`config.mk`:
```
export PLATFORM = sky130hd
export DESIGN_NAME = eb_pack
export DESIGN_NICKNAME = d
export VERILOG_FILES = /design/src/rtl/eb_pkg.sv /design/src/rtl/eb_pack_ctrl.sv /design/src/rtl/eb_pack.sv
export SDC_FILE = /design/constraint.sdc
export NUM_CORES = 1
export LEC_CHECK = 0
export CAP_MARGIN = 15
export CELL_PAD_IN_SITES_DETAIL_PLACEMENT = 1
export CELL_PAD_IN_SITES_GLOBAL_PLACEMENT = 2
export CORE_UTILIZATION = 24
export DETAILED_ROUTE_END_ITERATION = 10
export GPL_TIMING_DRIVEN = 1
export PLACE_DENSITY = 0.72
export SLEW_MARGIN = 20
export SYNTH_ARGS = -nofsm -noshare
export SYNTH_HDL_FRONTEND = slang
export SYNTH_SLANG_ARGS = --single-unit
```
`constraint.sdc`:
```
create_clock -name clk -period 1.6 [get_ports clk]
set_input_delay 0.32 -clock clk [delete_from_list [all_inputs] [get_ports clk]]
set_output_delay 0.32 -clock clk [all_outputs]
set_load 0.01 [all_outputs]
```
`src/rtl/eb_pkg.sv`:
```
// Shared types and helpers for the eb_pack width upsizer.
package eb_pkg;

   typedef enum logic [0:0] {
      FILL = 1'b0,
      FULL = 1'b1
   } state_e;

   function automatic int cnt_width(input int ratio);
      return $clog2(ratio + 32'sd1);
   endfunction

   // A single-lane build still needs a one-bit index to keep the ports legal.
   function automatic int idx_width(input int ratio);
      return (ratio > 32'sd1) ? $clog2(ratio) : 32'sd1;
   endfunction

   function automatic int lane_lo(input int lane, input int width);
      return lane * width;
   endfunction

endpackage

```
`src/rtl/eb_pack_ctrl.sv`:
```
// Handshake, FILL/FULL state and lane index for eb_pack; emits lane write
// enables plus clear-word and complete strobes for the datapath.
module eb_pack_ctrl
   import eb_pkg::*;
#(
   parameter  int RATIO = 4,
   localparam int IDX_W = idx_width(RATIO)
) (
   input  logic             clk,
   input  logic             reset,
   input  logic             t_0_valid,
   input  logic             t_0_last,
   input  logic             i_0_ready,
   output logic             t_0_ready,
   output logic             i_0_valid,
   output logic [RATIO-1:0] lane_we,
   output logic [IDX_W-1:0] wr_lane,
   output logic             clear_word,
   output logic             complete
);

   state_e           state_r, state_nxt_s;
   logic [IDX_W-1:0] idx_r, idx_nxt_s;
   logic             t_0_ready_s, accept_s, retire_s, complete_s, clear_word_s;
   logic [IDX_W-1:0] wr_lane_s;
   logic [RATIO-1:0] lane_we_s;

   // Handshake decode, lane strobes and next-state selection.
   always_comb begin
      t_0_ready_s = 1'b0;
      wr_lane_s   = '0;
      state_nxt_s = state_r;
      idx_nxt_s   = idx_r;

      case (state_r)
         FILL: begin
            t_0_ready_s = 1'b1;
            wr_lane_s   = idx_r;
         end
         FULL: begin
            t_0_ready_s = i_0_ready;
            wr_lane_s   = '0;
         end
         default: begin
            t_0_ready_s = 1'b0;
            wr_lane_s   = '0;
         end
      endcase

      accept_s     = t_0_valid && t_0_ready_s;
      retire_s     = (state_r == FULL) && i_0_ready;
      complete_s   = accept_s && (t_0_last || (wr_lane_s == IDX_W'(RATIO - 1)));
      // A beat landing in lane 0 starts a fresh word, so stale upper lanes go.
      clear_word_s = (accept_s && (wr_lane_s == IDX_W'(0))) || retire_s;

      for (int k = 0; k < RATIO; k++) begin
         lane_we_s[k] = accept_s && (wr_lane_s == IDX_W'(k));
      end

      case (state_r)
         FILL: begin
            if (complete_s) begin
               state_nxt_s = FULL;
               idx_nxt_s   = '0;
            end else if (accept_s) begin
               state_nxt_s = FILL;
               idx_nxt_s   = idx_r + IDX_W'(1);
            end else begin
               state_nxt_s = FILL;
               idx_nxt_s   = idx_r;
            end
         end
         FULL: begin
            if (retire_s) begin
               if (complete_s) begin
                  state_nxt_s = FULL;
                  idx_nxt_s   = '0;
               end else if (accept_s) begin
                  state_nxt_s = FILL;
                  idx_nxt_s   = IDX_W'(1);
               end else begin
                  state_nxt_s = FILL;
                  idx_nxt_s   = '0;
               end
            end else begin
               state_nxt_s = FULL;
               idx_nxt_s   = idx_r;
            end
         end
         default: begin
            state_nxt_s = FILL;
            idx_nxt_s   = '0;
         end
      endcase
   end

   // State and lane index registers.
   always_ff @(posedge clk) begin
      if (reset) begin
         state_r <= FILL;
         idx_r   <= '0;
      end else begin
         state_r <= state_nxt_s;
         idx_r   <= idx_nxt_s;
      end
   end

   assign t_0_ready  = t_0_ready_s;
   assign i_0_valid  = (state_r == FULL);
   assign lane_we    = lane_we_s;
   assign wr_lane    = wr_lane_s;
   assign clear_word = clear_word_s;
   assign complete   = complete_s;

endmodule

```
`src/rtl/eb_pack.sv`:
```
// Elastic-stream width upsizer: packs RATIO narrow beats into one wide word,
// with early close on t_0_last and a filled-lane count per word.
module eb_pack
   import eb_pkg::*;
#(
   parameter  int T_0_WIDTH = 8,
   parameter  int RATIO     = 4,
   localparam int I_0_WIDTH = T_0_WIDTH * RATIO,
   localparam int CNT_WIDTH = cnt_width(RATIO),
   localparam int IDX_W     = idx_width(RATIO)
) (
   input  logic                 clk,
   input  logic                 reset,
   input  logic [T_0_WIDTH-1:0] t_0_data,
   input  logic                 t_0_valid,
   input  logic                 t_0_last,
   output logic                 t_0_ready,
   output logic [I_0_WIDTH-1:0] i_0_data,
   output logic                 i_0_valid,
   output logic                 i_0_last,
   output logic [CNT_WIDTH-1:0] i_0_count,
   input  logic                 i_0_ready
);

   logic [I_0_WIDTH-1:0] data_r;
   logic [CNT_WIDTH-1:0] count_r;
   logic                 last_r;
   logic [RATIO-1:0]     lane_we_s;
   logic [IDX_W-1:0]     wr_lane_s;
   logic                 clear_word_s, complete_s, valid_s, retire_s;

   eb_pack_ctrl #(
      .RATIO (RATIO)
   ) u_ctrl (
      .clk        (clk),
      .reset      (reset),
      .t_0_valid  (t_0_valid),
      .t_0_last   (t_0_last),
      .i_0_ready  (i_0_ready),
      .t_0_ready  (t_0_ready),
      .i_0_valid  (valid_s),
      .lane_we    (lane_we_s),
      .wr_lane    (wr_lane_s),
      .clear_word (clear_word_s),
      .complete   (complete_s)
   );

   assign retire_s = valid_s && i_0_ready;

   // Lane data, lane count and last-flag registers.
   always_ff @(posedge clk) begin
      if (reset) begin
         data_r  <= '0;
         count_r <= '0;
         last_r  <= 1'b0;
      end else begin
         for (int k = 0; k < RATIO; k++) begin
            if (lane_we_s[k]) begin
               data_r[lane_lo(k, T_0_WIDTH) +: T_0_WIDTH] <= t_0_data;
            end else if (clear_word_s) begin
               data_r[lane_lo(k, T_0_WIDTH) +: T_0_WIDTH] <= '0;
            end else begin
               data_r[lane_lo(k, T_0_WIDTH) +: T_0_WIDTH] <= data_r[lane_lo(k, T_0_WIDTH) +: T_0_WIDTH];
            end
         end
         if (complete_s) begin
            count_r <= CNT_WIDTH'(wr_lane_s) + CNT_WIDTH'(1);
            last_r  <= t_0_last;
         end else if (retire_s) begin
            count_r <= '0;
            last_r  <= 1'b0;
         end else begin
            count_r <= count_r;
            last_r  <= last_r;
         end
      end
   end

   assign i_0_data  = data_r;
   assign i_0_valid = valid_s;
   assign i_0_last  = last_r;
   assign i_0_count = count_r;

endmodule

```
# ---- Word level (Yosys, flattened, before mapping)
# Cells that the tools add are included.
dict set report totals {
  register_bits 39
  input_bits 13
}
dict set report classes {
  addsub 2
  eq_ne 5
  n_mux 20
  bitwise 1
  n_reduce_logical 16
}
# op n
set op_table {}
lappend op_table {{two-way mux 8 bit} 5}
lappend op_table {{nonzero test 2 bit} 5}
lappend op_table {{two-way mux 2 bit} 4}
lappend op_table {{one-hot mux 2 bit (2 select lines)} 2}
lappend op_table {{logical AND 1 bit} 7}
lappend op_table {{two-way mux 3 bit} 2}
lappend op_table {{two-way mux 1 bit} 5}
lappend op_table {{equality test 2 bit, second input constant} 2}
lappend op_table {{one-hot mux 1 bit (2 select lines)} 2}
lappend op_table {{adder 2 x 1 -> 3 bit, second input constant} 1}
lappend op_table {{!= test 3 x 2 -> 1 bit, second input constant} 1}
lappend op_table {{adder 2 x 1 -> 2 bit, second input constant} 1}
lappend op_table {{equality test 2 x 1 -> 1 bit, second input constant} 1}
lappend op_table {{logical NOT 2 bit} 1}
lappend op_table {{logical OR 1 bit} 2}
lappend op_table {{!= test 2 bit, second input constant} 1}
lappend op_table {{AND reduction 2 bit} 1}
lappend op_table {{NOT 1 bit} 1}

# ---- Logic depth before layout (Yosys ltp)
# Gate-level depths: netlist (run 1).
dict set report logic_depth {
  word_depth 8
  ltp_mapped 6
}

# ---- Hierarchy
# Synthesis (run 1) repeated with hierarchy kept, for this count alone.
dict set report unflattened {
  cells_unflattened 194
  hier_area_um2 1761.7
}
# module instances cells_each area_each_um2 seq_area_each_um2
set modules_own_cells {}
lappend modules_own_cells {eb_pack 1 161 1507.7 720.7}
lappend modules_own_cells {eb_pack_ctrl 1 33 254.0 60.1}

# ---- Least setup slack after synthesis (run 1)
# Ideal clock, no wire load.
dict set report synth_path {
  kind {flip-flop to flip-flop}
  start {register u_ctrl.state_r, in the netlist u_ctrl.i_0_valid}
  end {register count_r[1], in the netlist i_0_count[1]}
  setup_time_ps 123
  t_arrival_ps 1609
  setup_slack_ps -133
  path_stages_with_launch 7
  n_path_buf 0
  period_less_slack_ps 1733
  cell_sequence {dfxtp_1 nand2b_1 inv_1 ha_1 nor2_1 nand3b_1 mux2_1}
}
dict set report synth_via {
  elab_chain_len 6
  elab_cells_between_ends 11
}
# element line
set synth_lines {}
lappend synth_lines {{from (decl)} eb_pack_ctrl.sv:22} ;# state_e state_r, state_nxt_s;
lappend synth_lines {{from (signal assigned)} eb_pack_ctrl.sv:103} ;# state_r <= state_nxt_s;
lappend synth_lines {{NOT 1 bit} eb_pack_ctrl.sv:35} ;# case (state_r)
lappend synth_lines {{one-hot mux 2 bit (2 select lines)} eb_pack_ctrl.sv:35}
lappend synth_lines {{equality test 2 bit} eb_pack_ctrl.sv:52} ;# complete_s = accept_s && (t_0_last || (wr_lane_s == IDX_W'(RATIO - 1)));
lappend synth_lines {{logical OR 1 bit} eb_pack_ctrl.sv:52}
lappend synth_lines {{logical AND 1 bit} eb_pack_ctrl.sv:52}
lappend synth_lines {{two-way mux 3 bit or nonzero test 2 bit (tied branches)} -}
lappend synth_lines {{to (signal assigned)} eb_pack.sv:67} ;# count_r <= CNT_WIDTH'(wr_lane_s) + CNT_WIDTH'(1);
lappend synth_lines {{to (signal assigned)} eb_pack.sv:73} ;# count_r <= count_r;
lappend synth_lines {{to (decl)} eb_pack.sv:26} ;# logic [CNT_WIDTH-1:0] count_r;
# Several ways; a longest one is shown, not always the timed one.
# A chain may end at the register's enable or synchronous reset.

# ---- Worst setup path after layout (run 1)
dict set report layout_path {
  start {input port i_0_ready}
  end {output port t_0_ready}
}
dict set report layout_via {
  elab_chain_len 1
}
# element line
set layout_lines {}
lappend layout_lines {{from (decl)} eb_pack.sv:22} ;# input logic i_0_ready
lappend layout_lines {{one-hot mux 1 bit (2 select lines)} eb_pack_ctrl.sv:35}
lappend layout_lines {{to (decl)} eb_pack.sv:17} ;# output logic t_0_ready,
# Every way passes these cells.

==> results of run 1 <==
-- stage by stage --
| step | util | instances | hold WS (ps) | TNS, ps |
|---|---|---|---|---|
| 6_report | 0.393 | 304 | 473 | 0 |
| 5_1_grt | 0.393 | 304 | 492 | -19.8 |
| 4_1_cts | 0.391 | 304 | 476 | 0 |
| 3_5_place_dp | 0.370 | 296 | 449 | -5490 |
| 3_3_place_gp | 0.370 | 296 | 457 | -4270 |
| 2_1_floorplan | - | 158 | 488 | 0 |
-- timing repair --
action | in CTS | in global routing
buffers inserted | 0 | 0
resized for setup | 2 | 6
setup endpoints to repair | 1 | 26
-- critical path, cell delays in order --
cell and delay (ps):
clkdlybuf4s50_1 430, nor2b_2 150, inv_2 40, dlygate4sd2_1 280
-- layout make-up --
type,count,area share
multi-input cells,105,0.290
flip-flops and latches,39,0.329
clock buffers,7,0.0409
clock inverters,1,0.0126
inverters,4,0.00630
repair buffers,73,0.282
well taps,75,0.0393
-- power groups by stage --
| stage | Combinational (mW) | Clock (mW) | Sequential (mW) |
|---|---|---|---|
| floorplan | 0.119 | 0 | 1.05 |
| global placement | 0.264 | 0 | 1.04 |
| detailed placement | 0.265 | 0 | 1.04 |
| CTS | 0.268 | 0.942 | 1.01 |
| global route | 0.295 | 0.980 | 1.02 |
| finish | 0.271 | 0.923 | 1.01 |
-- flip-flops by register name, summed over array words and instances (netlist names) --
register and count:
i_0_count 3, i_0_last 1, u_ctrl.i_0_valid 1, u_ctrl.idx_r 2, i_0_data 32
-- worst paths after layout --
| check | start | end | cells after the start |
|---|---|---|---|
| hold / removal | i_0_last$_SDFFE_PP0P_ | i_0_last$_SDFFE_PP0P_ | 2 |
| setup reg to reg | u_ctrl.idx_r[0]$_SDFFE_PP0P_ | i_0_data[2]$_SDFFE_PP0P_ | 6 |
| setup / recovery | i_0_ready | t_0_ready | 4 |
| hold reg to reg | i_0_last$_SDFFE_PP0P_ | i_0_last$_SDFFE_PP0P_ | 2 |
-- placed cells by master, fill, tap and decap left out, types with 2 or more instances in the layout --
cell	instances
nand3_1	4
nand2_1	2
ha_1	3
nand2b_1	9
o21ai_0	25
nor2b_1	2
nor2_1	2
buf_4	23
a21oi_1	5
clkbuf_8	5
o21ai_1	2
nor3b_1	2
o22ai_1	24
clkdlybuf4s50_1	49
o2bb2ai_1	9
inv_1	3
dfxtp_1	38
-- metal layers --
layer	wire, microns	vias to the layer above	part of all wire
li1	-	725	-
met1	2290	722	0.49
met2	2090	38	0.45
met3	226	4	0.049
met4	47	0	0.010
met5	0	-	0
-- logic make-up after synthesis --
group | Yosys count
multiplexers | 2
buffers and inverters | 14
adder cells (fa/ha/maj) | 3
flip-flops | 39
AND/OR/NAND/NOR | 33
AO/OA/AOI/OAI | 67
==> impl_metrics.toml, run 1 <==
[global_routing]
grtUsageMet1 = 0.202
grt_first_pass_wirelength_mm = 7.29
gr-usage-all-layers = 0.147
antenna_found_initial = 0
grt_max_degree = 28
grt.busiest_layer = "met2"
grt_overflow = 0
grtUsageMet2 = 0.221
grt_pass1_vias = 1447
grt.met3_usage = 0.0396

[logic_synthesis]
muxShareOfSynthArea = 0.0138
synth_ff_type = "dfxtp_1"
synth_top_cell_by_area = "dfxtp_1"
syn_nets = 174
ys_seq_area_frac = 0.506
synth_xor_area_frac = 0
synthCells = 158
synth_top_family_by_area = "compound AO/OA/AOI/OAI gates"
yosys.cell_types.count = 30
synth_area_sq_um = 1540
synth-async-reset-ratio = 0
synth_common_cells = "dfxtp_1 (39), o21ai_0 (27), o22ai_1 (24)"
yosysWarnings = 0
syn_area_per_cell_sq_um = 9.76
synth_edf_count = 0
yosys.area_share.simple = 0.134
synthAdderAreaFrac = 0.0244
synth_area_leaders = "dfxtp_1 (51%), o22ai_1 (9.7%), o21ai_0 (8.8%)"
yosysMostFrequentCell = "dfxtp_1"
synth_top_area_share = 0.506
synth_compound_area_frac = 0.261
ys_ff_latch = 39

[clock_network]
cts_tree = "yes"
clk_path_buf_depth = 2
h-tree-depth = 2
clk_latency_ps = 290
cts_made_buffers = 5
cts-root-buf = "clkbuf_8"
postCtsHoldBufs = 0
path_clk_slew_ps = 80
clock_sinks = 39

[floorplanning]
rows = 28
start_util = 0.254
core_sq_um = 6060
floorplan.die_area_sq_um = 6750
die_w_microns = 82.1
fp.dieH_microns = 82.1
io_pins = 51

[power_and_ir_drop]
p_int_mw = 1.70
power.clock.fraction = 0.418
total_power_mw = 2.21
seqPwrFrac = 0.459
switching_share = 0.230
power_density_nw_per_um2 = 925
ir_drop_mv = 0.362
p_comb_frac = 0.123
p_leak_nw = 0.849
p_switching_mw = 0.508

[timing]
skew_ps = 7.38
setup_viol = 0
max_freq_mhz = 649
period_share = 0.964
fin_crit_ps = 1540
slew_viol_final = 0
tightest_slew_ps = 385
final_hold_viol_count = 0
setup_slack_ps = 58.0
maxSlewHeadroom = 0.743

[detailed_routing]
dr.pass1.iters = 4
first_iter_violations = 76
num_vias = 1489
post_drt_wl_per_cell_microns = 15.3
finalWirelength_mm = 4.66
post_drt_via_cell_ratio = 4.90
drc_errors = 0
ant_nets = 0

[worst_setup_path]
critPathMaxFanout = 2
crit_required_ps = 1280
cp-end-kind = "output pin"
crit_arrival_ps = 1220
r2r_slack_ps = 100
path_class = "input pin to output pin"
start_kind = "input pin"

[place]
dpl_worst_slack_ps = -247
placed_cell_area_sq_um = 2240
dp_hpwl_mm = 3.35
io_buffer_count = 50
place_congestion = 0.752

[outcome]
outcome = "finished, final reports clean"

[finish]
area_growth_pct = 54.7
drive_above_1_share = 0.179
n_antenna_cell = 0
fillers = 711
register_area_sq_um = 785
fin_nets = 244
multi_input_area_sq_um = 692
fin_area_sq_um = 2380

[flow_run]
maxCapViolCount = 0

[hold_path]
min_path_type = "flop to flop"
Power figures use the tool's default switching activity.
==> run 2: changes to the inputs <==
- CORE_MARGIN: not set -> 10
- CTS_CLUSTER_DIAMETER: not set -> 80
==> run 2 against run 1 <==
- non-clock buffer count grew 1
- hold slack better by 4.1 ps
- total power fell by 11%
- critical path type unchanged
- clock skew barely moved
- count of clock-buffer cells in the layout shrank 1
- fmax about the same
- combinational power is 1% higher
- worst setup slack worse by 1.4 ps
- critical path depth is the same
- clock power fell by 28%
- design area fell by 0.79%
- global-route usage decreased by 4.4 points
==> impl_metrics.toml, run 2 (synthesis results as in run 1) <==
[worst_setup_path]
path_class = "input pin to output pin"
slowest_delay_ps = 430
critical-path-top-delay-family = "buffers and inverters"
critPathMaxFanout = 2
critical_path.slowest_cell = "clkdlybuf4s50_1"
start_kind = "input pin"
crit_buf_inv = 3
worstPathCellList = "clkdlybuf4s50_1, nor2b_2, inv_2, dlygate4sd2_1"
crit_arrival_ps = 1220
r2r_slack_ps = 100
crit_required_ps = 1280
cp-end-kind = "output pin"

[timing]
final_hold_viol_count = 0
slew_viol_final = 0
max_freq_mhz = 648
setup_slack_ps = 56.6
maxSlewHeadroom = 0.607
setup_viol = 0
fin_crit_ps = 1540
tightest_slew_ps = 589
period_share = 0.965
skew_ps = 6.97
rsz0062_at_grt = "no"

[finish]
largest_reg_flops = 32
fin_nets = 245
n_antenna_cell = 0
final_cell_mix = "clkdlybuf4s50_1 (49), dfxtp_1 (37), o22ai_1 (24)"
area_growth_pct = 53.5
drive_above_1_share = 0.191
layout_commonest_cell = "clkdlybuf4s50_1"

[detailed_routing]
finalWirelength_mm = 5.05
drc_errors = 0
dr.pass1.iters = 4
ant_nets = 0
num_vias = 1491
post_drt_wl_per_cell_microns = 16.4
first_iter_violations = 93
post_drt_via_cell_ratio = 4.86

[clock_network]
cts-root-buf = "clkbuf_8"
path_clk_slew_ps = 70
clk_path_buf_depth = 2
cts_made_buffers = 5
postCtsHoldBufs = 0
cts_tree = "yes"
clock_sinks = 39
clk_latency_ps = 290
h-tree-depth = 2

[flow_run]
maxCapViolCount = 0

[hold_path]
min_path_type = "flop to flop"

[global_routing]
antenna_found_initial = 0
grt_pass1_vias = 1552
grt_max_degree = 28
grt_overflow = 0
gr-usage-all-layers = 0.102
grt_first_pass_wirelength_mm = 8.29

[power_and_ir_drop]
power_density_nw_per_um2 = 826
total_power_mw = 1.95
p_leak_nw = 0.841
ir_drop_mv = 0.318

[floorplanning]
die_w_microns = 100
start_util = 0.246
fp.dieH_microns = 100
rows = 29
core_sq_um = 6280
io_pins = 51
floorplan.die_area_sq_um = 10000

[place]
dp_hpwl_mm = 3.70
dpl_worst_slack_ps = -184
io_buffer_count = 50
place_congestion = 0.743

[outcome]
outcome = "finished, final reports clean"
==> run 2: final timing paths <==
kind                                                  start                        end  cells after the start
worst min register to register     i_0_data[2]$_SDFFE_PP0P_   i_0_data[2]$_SDFFE_PP0P_                      1
worst max-delay path                              i_0_ready                  t_0_ready                      4
worst min-delay path               i_0_data[2]$_SDFFE_PP0P_   i_0_data[2]$_SDFFE_PP0P_                      1
worst max register to register  u_ctrl.i_0_valid$_SDFF_PP0_  i_0_count[1]$_SDFFE_PP0P_                      5
==> run 2: timing repair <==
| action | CTS | global route |
|---|---|---|
| hold endpoints to repair | 0 | 0 |
| buffers inserted | 0 | 2 |
| endpoints found under the setup margin | 1 | 23 |
| gates resized for setup | 2 | 20 |
| pin swaps | 0 | 1 |
==> run 2: metrics by stage <==
stage / hold WS (ps) / utilization / std cells / instance area [sq um] / TNS, ps
2_1_floorplan: 488 / - / 158 / 1550 / 0
3_3_place_gp: 458 / 0.358 / 297 / 2250 / -2670
3_5_place_dp: 448 / 0.358 / 297 / 2250 / -3390
4_1_cts: 482 / 0.372 / 305 / 2330 / 0
5_1_grt: 498 / 0.377 / 307 / 2370 / 0
6_report: 477 / 0.377 / 307 / 2370 / 0
==> run 2: metal layers <==
metal | up-vias | global-route usage | part of all wire
li1 | 726 | - | -
met1 | 712 | 0.134 | 0.48
met2 | 48 | 0.147 | 0.43
met3 | 5 | 0.0440 | 0.080
met4 | 0 | 0.0326 | 0.014
met5 | - | 0 | 0
==> run 2: final cells by class <==
type / instances / area [sq um]
sequential: 39 / 786
multi-input combinational: 105 / 693
fill: 745 / 3910
clock buffer: 6 / 72.6
inverter: 4 / 15.0
timing repair buffer: 74 / 692
tap: 77 / 96.3
clock inverter: 2 / 11.3
==> run 2: power by group <==
| part | total, mW | switching [mW] | internal [mW] |
|---|---|---|---|
| sequential | 1.02 | 0.0193 | 0.997 |
| clock | 0.663 | 0.356 | 0.306 |
| combinational | 0.275 | 0.130 | 0.146 |
| total | 1.95 | 0.505 | 1.45 |
